===== src/rtl/alu_share_arbiter.sv =====
// alu_share_arbiter: round-robin sharing of one combinational ALU among NUM_REQ requesters (ports: req_* in, alu_* out/in, rsp_* out, busy); `define ALU_ARB_STATS_EN adds grant_cnt
module alu_share_arbiter #(
  parameter int NUM_REQ = 2,
  parameter int XLEN = 32,
  parameter int ID_W = 2
) (
  input  logic clk,
  input  logic rst,
  input  logic [NUM_REQ-1:0] req_valid,
  output logic [NUM_REQ-1:0] req_ready,
  input  logic [4*NUM_REQ-1:0] req_ctrl,
  input  logic [XLEN*NUM_REQ-1:0] req_a,
  input  logic [XLEN*NUM_REQ-1:0] req_b,
  output logic [3:0] alu_ctrl,
  output logic [XLEN-1:0] alu_a,
  output logic [XLEN-1:0] alu_b,
  input  logic [XLEN-1:0] alu_result,
  input  logic alu_zero,
  output logic rsp_valid,
  input  logic rsp_ready,
  output logic [ID_W-1:0] rsp_id,
  output logic [XLEN-1:0] rsp_result,
  output logic rsp_zero,
`ifdef ALU_ARB_STATS_EN
  output logic [16*NUM_REQ-1:0] grant_cnt,
`endif
  output logic busy
);
  localparam logic [1:0] IDLE = 2'd0, EXEC = 2'd1, RESP = 2'd2;
  logic [1:0] state_q, state_d;
  logic [ID_W-1:0] last_q, last_d, id_q, id_d, win;
  logic [3:0] ctrl_q, ctrl_d;
  logic [XLEN-1:0] a_q, a_d, b_q, b_d, res_q, res_d;
  logic zero_q, zero_d, arb_en, found, accept;
  always_comb begin
    arb_en = !rst && (state_q == IDLE || (state_q == RESP && rsp_ready));
    found = 1'b0;
    win = last_q;
    for (int k = 1; k <= NUM_REQ; k++) begin
      if (!found && 1'(req_valid >> ((int'(last_q) + k) % NUM_REQ))) begin
        found = 1'b1;
        win = ID_W'((int'(last_q) + k) % NUM_REQ);
      end
    end
    accept = arb_en && found;
    req_ready = accept ? (NUM_REQ'(1) << win) : '0;
    state_d = accept ? EXEC : state_q == EXEC ? RESP : (state_q == RESP && rsp_ready) ? IDLE : state_q;
    last_d = accept ? win : last_q;
    id_d = accept ? win : id_q;
    ctrl_d = accept ? 4'(req_ctrl >> (4 * int'(win))) : ctrl_q;
    a_d = accept ? XLEN'(req_a >> (XLEN * int'(win))) : a_q;
    b_d = accept ? XLEN'(req_b >> (XLEN * int'(win))) : b_q;
    res_d = state_q == EXEC ? alu_result : res_q;
    zero_d = state_q == EXEC ? alu_zero : zero_q;
  end
  always_ff @(posedge clk) begin
    if (rst) begin
      state_q <= IDLE;
      last_q <= ID_W'(NUM_REQ - 1);
      id_q <= '0;
      ctrl_q <= 4'b0010;
      a_q <= '0;
      b_q <= '0;
      res_q <= '0;
      zero_q <= 1'b0;
    end else begin
      state_q <= state_d;
      last_q <= last_d;
      id_q <= id_d;
      ctrl_q <= ctrl_d;
      a_q <= a_d;
      b_q <= b_d;
      res_q <= res_d;
      zero_q <= zero_d;
    end
  end
  assign alu_ctrl = ctrl_q;
  assign alu_a = a_q;
  assign alu_b = b_q;
  assign rsp_valid = state_q == RESP;
  assign rsp_id = id_q;
  assign rsp_result = res_q;
  assign rsp_zero = zero_q;
  assign busy = state_q != IDLE;
`ifdef ALU_ARB_STATS_EN
  logic [16*NUM_REQ-1:0] cnt_q, cnt_d;
  always_comb begin
    cnt_d = cnt_q;
    for (int i = 0; i < NUM_REQ; i++)
      if (accept && int'(win) == i && cnt_q[16*i +: 16] != 16'hFFFF) cnt_d[16*i +: 16] = cnt_q[16*i +: 16] + 16'd1;
  end
  always_ff @(posedge clk) cnt_q <= rst ? '0 : cnt_d;
  assign grant_cnt = cnt_q;
`endif
endmodule


===== config.mk =====
export PLATFORM = sky130hd
export DESIGN_NAME = alu_share_arbiter
export DESIGN_NICKNAME = d
export VERILOG_FILES = /design/src/rtl/alu_share_arbiter.sv
export SDC_FILE = /design/constraint.sdc
export NUM_CORES = 1
export LEC_CHECK = 0
export ABC_AREA = 1
export BUFFER_PORTS_ARGS = -buffer_cell sky130_fd_sc_hd__buf_2
export CAP_MARGIN = 20
export CORE_MARGIN = 5
export CORE_UTILIZATION = 40
export DETAILED_ROUTE_END_ITERATION = 6
export GPL_TIMING_DRIVEN = 0
export HOLD_SLACK_MARGIN = 0.03
export PLACE_DENSITY = 0.76
export SLEW_MARGIN = 40
export SYNTH_ARGS = -nofsm -noshare
export SYNTH_HDL_FRONTEND = slang
export SYNTH_SLANG_ARGS = --single-unit

===== constraint.sdc =====
create_clock -name clk -period 1.3 [get_ports clk]
set_input_delay 0.26 -clock clk [delete_from_list [all_inputs] [get_ports clk]]
set_output_delay 0.26 -clock clk [all_outputs]
set_load 0.01 [all_outputs]

==> flow_summary.yaml, run 1 <==
outcome:
  status: "finished with violations"
  failed_checks: "setup timing"
global_routing:
  track_usage_pct: 23.1
  overflow: 0
  grt_pass1_vias: 5518
  grt_max_degree: 19
  grt_pass1_wl_um: 27200
  antenna_found_initial: 0
clocking:
  cts_buffer_depth: 2
  clkLatencyLatePin_ps: 340
  numCtsBuffers: 9
  cts_root_buf: "clkbuf_16"
  cts_hold_buf: 0
  cts_tree: "built"
  htreeDepth: 3
  clk_pin_slew_ps: 70
  cts_sinks: 106
routing:
  drc: 0
  wl_per_cell_um: 14.8
  dr.first_iter.drc_count: 386
  vias_per_cell: 4.95
  wl_um: 17300
  vias: 5812
  dr.pass1.iters: 5
  antenna_left: 0
timing:
  finalHoldViolations: 0
  fmax_mhz: 620
  rsz0062_at_grt: "true"
  period_needed_ps: 1610
  whs_ps: 139
  slew_viol_final: 0
  finClkSkew_ps: 5.43
  fin_crit_sh_pct: 124
  setup_ws_ps: -314
  worst_pin_slew_ps: 454
  final-setup-viol-count: 103
  slew_headroom_pct: 69.7
setup_path:
  start_kind: "flop"
  crit_path_end_kind: "output pin"
  path_cells: "inv_4 > nand2_4 > nand2_4 > nand2_4 > nor2_4 > buf_6 > nand2_4 > inv_2 > buf_6"
  path_class: "flop to output pin"
  cp.arrival_ps: 1350
  path_max_fanout: 4
  slowest_delay_ps: 340
  cpMaxStageDelayCell: "dfxtp_2"
  worstPathRequired_ps: 1040
  cp_top_family: "flip-flops"
  path_buf_inv: 4
  cpMostUsedCell: "nand2_4"
yosys:
  synth_top_area_cell: "dfxtp_1"
  synthesis.area_um2: 4770
  synth_top_area_share_pct: 44.5
  synth.area.top_cells: "dfxtp_1 (44%), nand3_1 (22%), nand2_1 (17%), nor2_1 (5.7%), o21ai_0 (3.6%)"
  syn_inst: 710
  syn_nets: 884
  ys_ff_latch: 106
  ys_seq_area_share_pct: 44.5
  ys_warn_count: 0
  avgSynthCellArea_um2: 6.72
  ys_types: 15
power_and_ir_drop:
  switchingPower_mw: 3.16
  sw_frac_of_total_pct: 31.6
  peakVddDrop_v: 0.000905
  internal_power_mw: 6.83
  power_density_nw_per_um2: 1390
  p_leak_nw: 4.13
  seqPwrFrac_pct: 39.4
  pwr-share-clk_pct: 31.5
  comb_power_share_pct: 29.1
floorplan:
  die_w_um: 119
  io_pins: 281
  die_y_um: 119
  start_util_pct: 41.3
  core.rowCount: 39
  dieArea_um2: 14200
  fp.coreArea_um2: 11600
place:
  placed_area_um2: 6360
  placement.io_buffers: 280
  place_congestion: 0.856
  pre_cts_ws_ps: -544
  place_hpwl_um: 13100
run:
  max_cap_violations: 0
layout:
  final_common_cell: "buf_2"
  fillers: 1107
  diodes: 0
  fin_nets: 1199
  design_area_um2: 7180
  utilization_pct: 62.1
  final_cell_mix: "buf_2 (282), nand2_1 (207), nand3_1 (203)"
  drive_above_1_share_pct: 38.4
  area_growth_pct: 50.5
min_path:
  holdCritPathClass: "input pin to flop"
==> cells by family (layout without fill, tap and decap cells) <==
logic type / after synthesis / in the layout / synth area share, %
AND/OR/NAND/NOR: 499 / 499 / 45.1
flip-flops: 106 / 106 / 44.5
buffers and inverters: 69 / 389 / 6.64
AO/OA/AOI/OAI: 36 / 36 / 3.83
==> routing by layer <==
metal / global-route usage, % / routed length [um]
met1: 28.0 / 6980
met2: 40.5 / 8730
met3: 5.92 / 1240
met4: 6.73 / 376
met5: 0 / 0
==> power groups by stage <==
stage          Sequential (mW)  Combinational (mW)  Clock (mW)
3_5_place_dp              3.98                2.58           0
4_1_cts                   3.92                2.76        3.21
5_1_grt                   3.99                3.22        3.35
3_3_place_gp              3.97                2.56           0
6_report                  3.93                2.91        3.15
2_1_floorplan             4.19                1.23           0
==> final timing paths <==
path | to | slack (ps) | depth (start not counted) | startpoint
max | req_ready[0] | -310 | 9 | state_q[0]
min | rsp_result[12] | 140 | 3 | alu_result[12]
max reg2reg | rsp_result[18] | -220 | 8 | state_q[0]
min reg2reg | alu_a[10] | 460 | 2 | alu_a[10]
==> sequential cells by signal, indices dropped and copies added (netlist names) <==
name and count:
rsp_id 1, state_q 2, rsp_zero 1, alu_ctrl 4, alu_a 32, rsp_result 32
alu_b 32, last_q 2
==> metrics by stage <==
stage	power, mW	instances	setup TNS [ps]
global route	10.6	1173	-22640
finish	9.99	1173	-12270
CTS	9.89	1164	-12750
detailed placement	6.57	1133	-29800
global placement	6.53	1133	-28570
floorplan	5.42	710	0
==> cell type report <==
type	instances	area, um^2	share of cell area [%]
multi-input cells	535	2450	34.2
flip-flops and latches	106	2130	29.7
repair buffers	305	1600	22.3
plain buffers	59	435	6.06
clock buffers	9	225	3.14
well taps	143	179	2.49
clock inverters	7	121	1.69
inverters	9	38.8	0.540
==> synthesized netlist by cell type <==
| cell type | count |
|---|---|
| a21oi_1 | 1 |
| nor2_4 | 2 |
| dfxtp_1 | 106 |
| nand3_1 | 207 |
| buf_6 | 1 |
| inv_2 | 1 |
| clkbuf_1 | 31 |
| o21ai_0 | 34 |
| nand2_2 | 1 |
| nor2_1 | 72 |
| buf_4 | 6 |
| nand2_1 | 217 |
| inv_1 | 8 |
| o31ai_1 | 1 |
| buf_2 | 22 |
==> worst reg2reg max path: cells and delay by family, from the launching register on <==
family	cells	cell delay, ps
buffers and inverters	5	670
DFF	1	360
and+or+nand+nor	3	380
==> what timing repair did <==
action / in CTS / in global routing
buffers inserted: 16 / 10
resized for setup: 45 / 87
endpoints found under the setup margin: 102 / 105
pin swaps: 8 / 7
Power figures use the tool's default switching activity.
==> run 2, diff against run 1 <==
CORE_UTILIZATION = 44   (was 40)
PLACE_DENSITY = 0.8   (was 0.76)
clock period = 1.7 ns   (was 1.3 ns; I/O delays follow)
==> flow_summary.yaml, run 2 (synthesis gave the netlist of run 1 again) <==
routing:
  wl_um: 16700
  vias: 5825
  wl_per_cell_um: 14.4
  antenna_left: 0
  dr.first_iter.drc_count: 409
  dr.pass1.iters: 5
  drc: 0
  vias_per_cell: 5.03
timing:
  setup_ws_ps: -50.4
  finalSetupTns_ps: -57.2
  finalHoldViolations: 0
  slew_headroom_pct: 68.7
  period_needed_ps: 1750
  rsz0062_at_grt: "true"
  fin_crit_sh_pct: 103
  final-setup-viol-count: 2
  worst_pin_slew_ps: 469
  finClkSkew_ps: 17.5
  fmax_mhz: 571
  slew_viol_final: 0
global_routing:
  overflow: 0
  grt_pass1_wl_um: 25700
  grt_pass1_vias: 5369
  track_usage_pct: 24.2
  antenna_found_initial: 1
  grt_max_degree: 21
setup_path:
  cp.arrival_ps: 1410
  startpoint: "state_q[0]"
  cpMaxStageDelayCell: "dfxtp_2"
  r2r_slack_ps: 40
  regToRegEndpoint: "rsp_result[20]"
  r2r_start: "state_q[0]"
  path_cells: "inv_2 > nand2_2 > nand2_4 > nand2_2 > nor2_4 > buf_6 > nand2_4 > inv_2 > buf_6"
  ff2ff_path_depth: 8
  path_class: "flop to output pin"
  crit_path_end_kind: "output pin"
  worstPathRequired_ps: 1360
  slowest_delay_ps: 350
  start_kind: "flop"
  path_max_fanout: 3
power_and_ir_drop:
  switchingPower_mw: 2.38
  power_density_nw_per_um2: 984
  pwr-share-clk_pct: 23.4
  peakVddDrop_v: 0.000549
  internal_power_mw: 4.23
  seqPwrFrac_pct: 45.4
  comb_power_share_pct: 31.3
  sw_frac_of_total_pct: 36.0
  p_leak_nw: 3.90
floorplan:
  io_pins: 281
  dieArea_um2: 13000
  die_y_um: 114
  start_util_pct: 44.4
  die_w_um: 114
  core.rowCount: 38
  fp.coreArea_um2: 10700
place:
  pre_cts_ws_ps: -182
  place_hpwl_um: 12800
  place_congestion: 0.870
  placement.io_buffers: 280
layout:
  fin_nets: 1187
  final_cell_mix: "buf_2 (300), nand2_1 (210), nand3_1 (206)"
  drive_above_1_share_pct: 35.7
  final_common_cell: "buf_2"
  area_growth_pct: 40.8
min_path:
  hold_depth: 3
  min-delay-start: "alu_result[28]"
  holdCritPathClass: "input pin to flop"
  worstHoldEndpoint: "rsp_result[28]"
clocking:
  numCtsBuffers: 9
  clkLatencyLatePin_ps: 360
  cts_hold_buf: 0
  cts_tree: "built"
  htreeDepth: 3
  clk_pin_slew_ps: 120
  cts_buffer_depth: 2
  cts_sinks: 106
  cts_root_buf: "clkbuf_8"
outcome:
  status: "finished with violations"
  failed_checks: "setup timing"
run:
  max_cap_violations: 0
run 2: power groups by stage:
| stage | Combinational, mW | Sequential, mW | Clock (mW) |
|---|---|---|---|
| floorplan | 0.937 | 3.20 | 0 |
| global placement | 1.94 | 3.03 | 0 |
| detailed placement | 1.97 | 3.04 | 0 |
| CTS | 2.05 | 2.99 | 1.57 |
| global route | 2.30 | 3.04 | 1.67 |
| finish | 2.07 | 3.00 | 1.54 |
run 2: timing repair:
| item | in CTS | in global routing |
|---|---|---|
| setup buffers | 11 | 2 |
| endpoints found under the setup margin | 2 | 82 |
| pin swaps | 3 | 2 |
| gates resized for setup | 17 | 19 |
run 2: worst max-delay path by stage:
| stage | endpoint | cells after the start |
|---|---|---|
| after floorplan | req_ready[0] | 8 |
| after global placement | req_ready[0] | 8 |
| after detailed placement | req_ready[0] | 8 |
| after CTS | req_ready[1] | 6 |
| after global routing | req_ready[0] | 9 |
| final | req_ready[0] | 9 |
run 2: critical path: cells and delay by family, from the launching register on:
kind	cells	cell delay, ps
DFF	1	350
and+or+nand+nor	5	350
buffers and inverters	4	330
run 2: final cells by class:
type	instances	area, um^2
Inverter	9	33.8
Buffer	59	289
Sequential cell	106	2130
Fill cell	1093	4030
Antenna cell	1	2.50
Clock inverter	7	68.8
Timing Repair Buffer	293	1510
Multi-Input combinational cell	535	2390
Tap cell	140	175
Clock buffer	9	124
run 2: stage by stage:
stage / cells / power (mW) / hold WS, ps / util (%) / area [um^2]
CTS: 1156 / 6.62 / 171 / 62.1 / 6670
global placement: 1130 / 4.97 / 435 / 59.1 / 6350
finish: 1159 / 6.61 / 186 / 62.5 / 6720
floorplan: 710 / 4.14 / 412 / - / 4770
detailed placement: 1130 / 5.01 / 447 / 59.1 / 6350
global route: 1158 / 7.01 / 170 / 62.5 / 6720
run 2: metal layers:
metal	vias up	share of wire, %	global-route usage (%)	wire length, um
li1	2937	-	-	-
met1	2651	40	29.4	6720
met2	217	50	43.1	8390
met3	18	8.0	5.97	1340
met4	2	1.4	6.10	236
met5	-	0.078	0	13
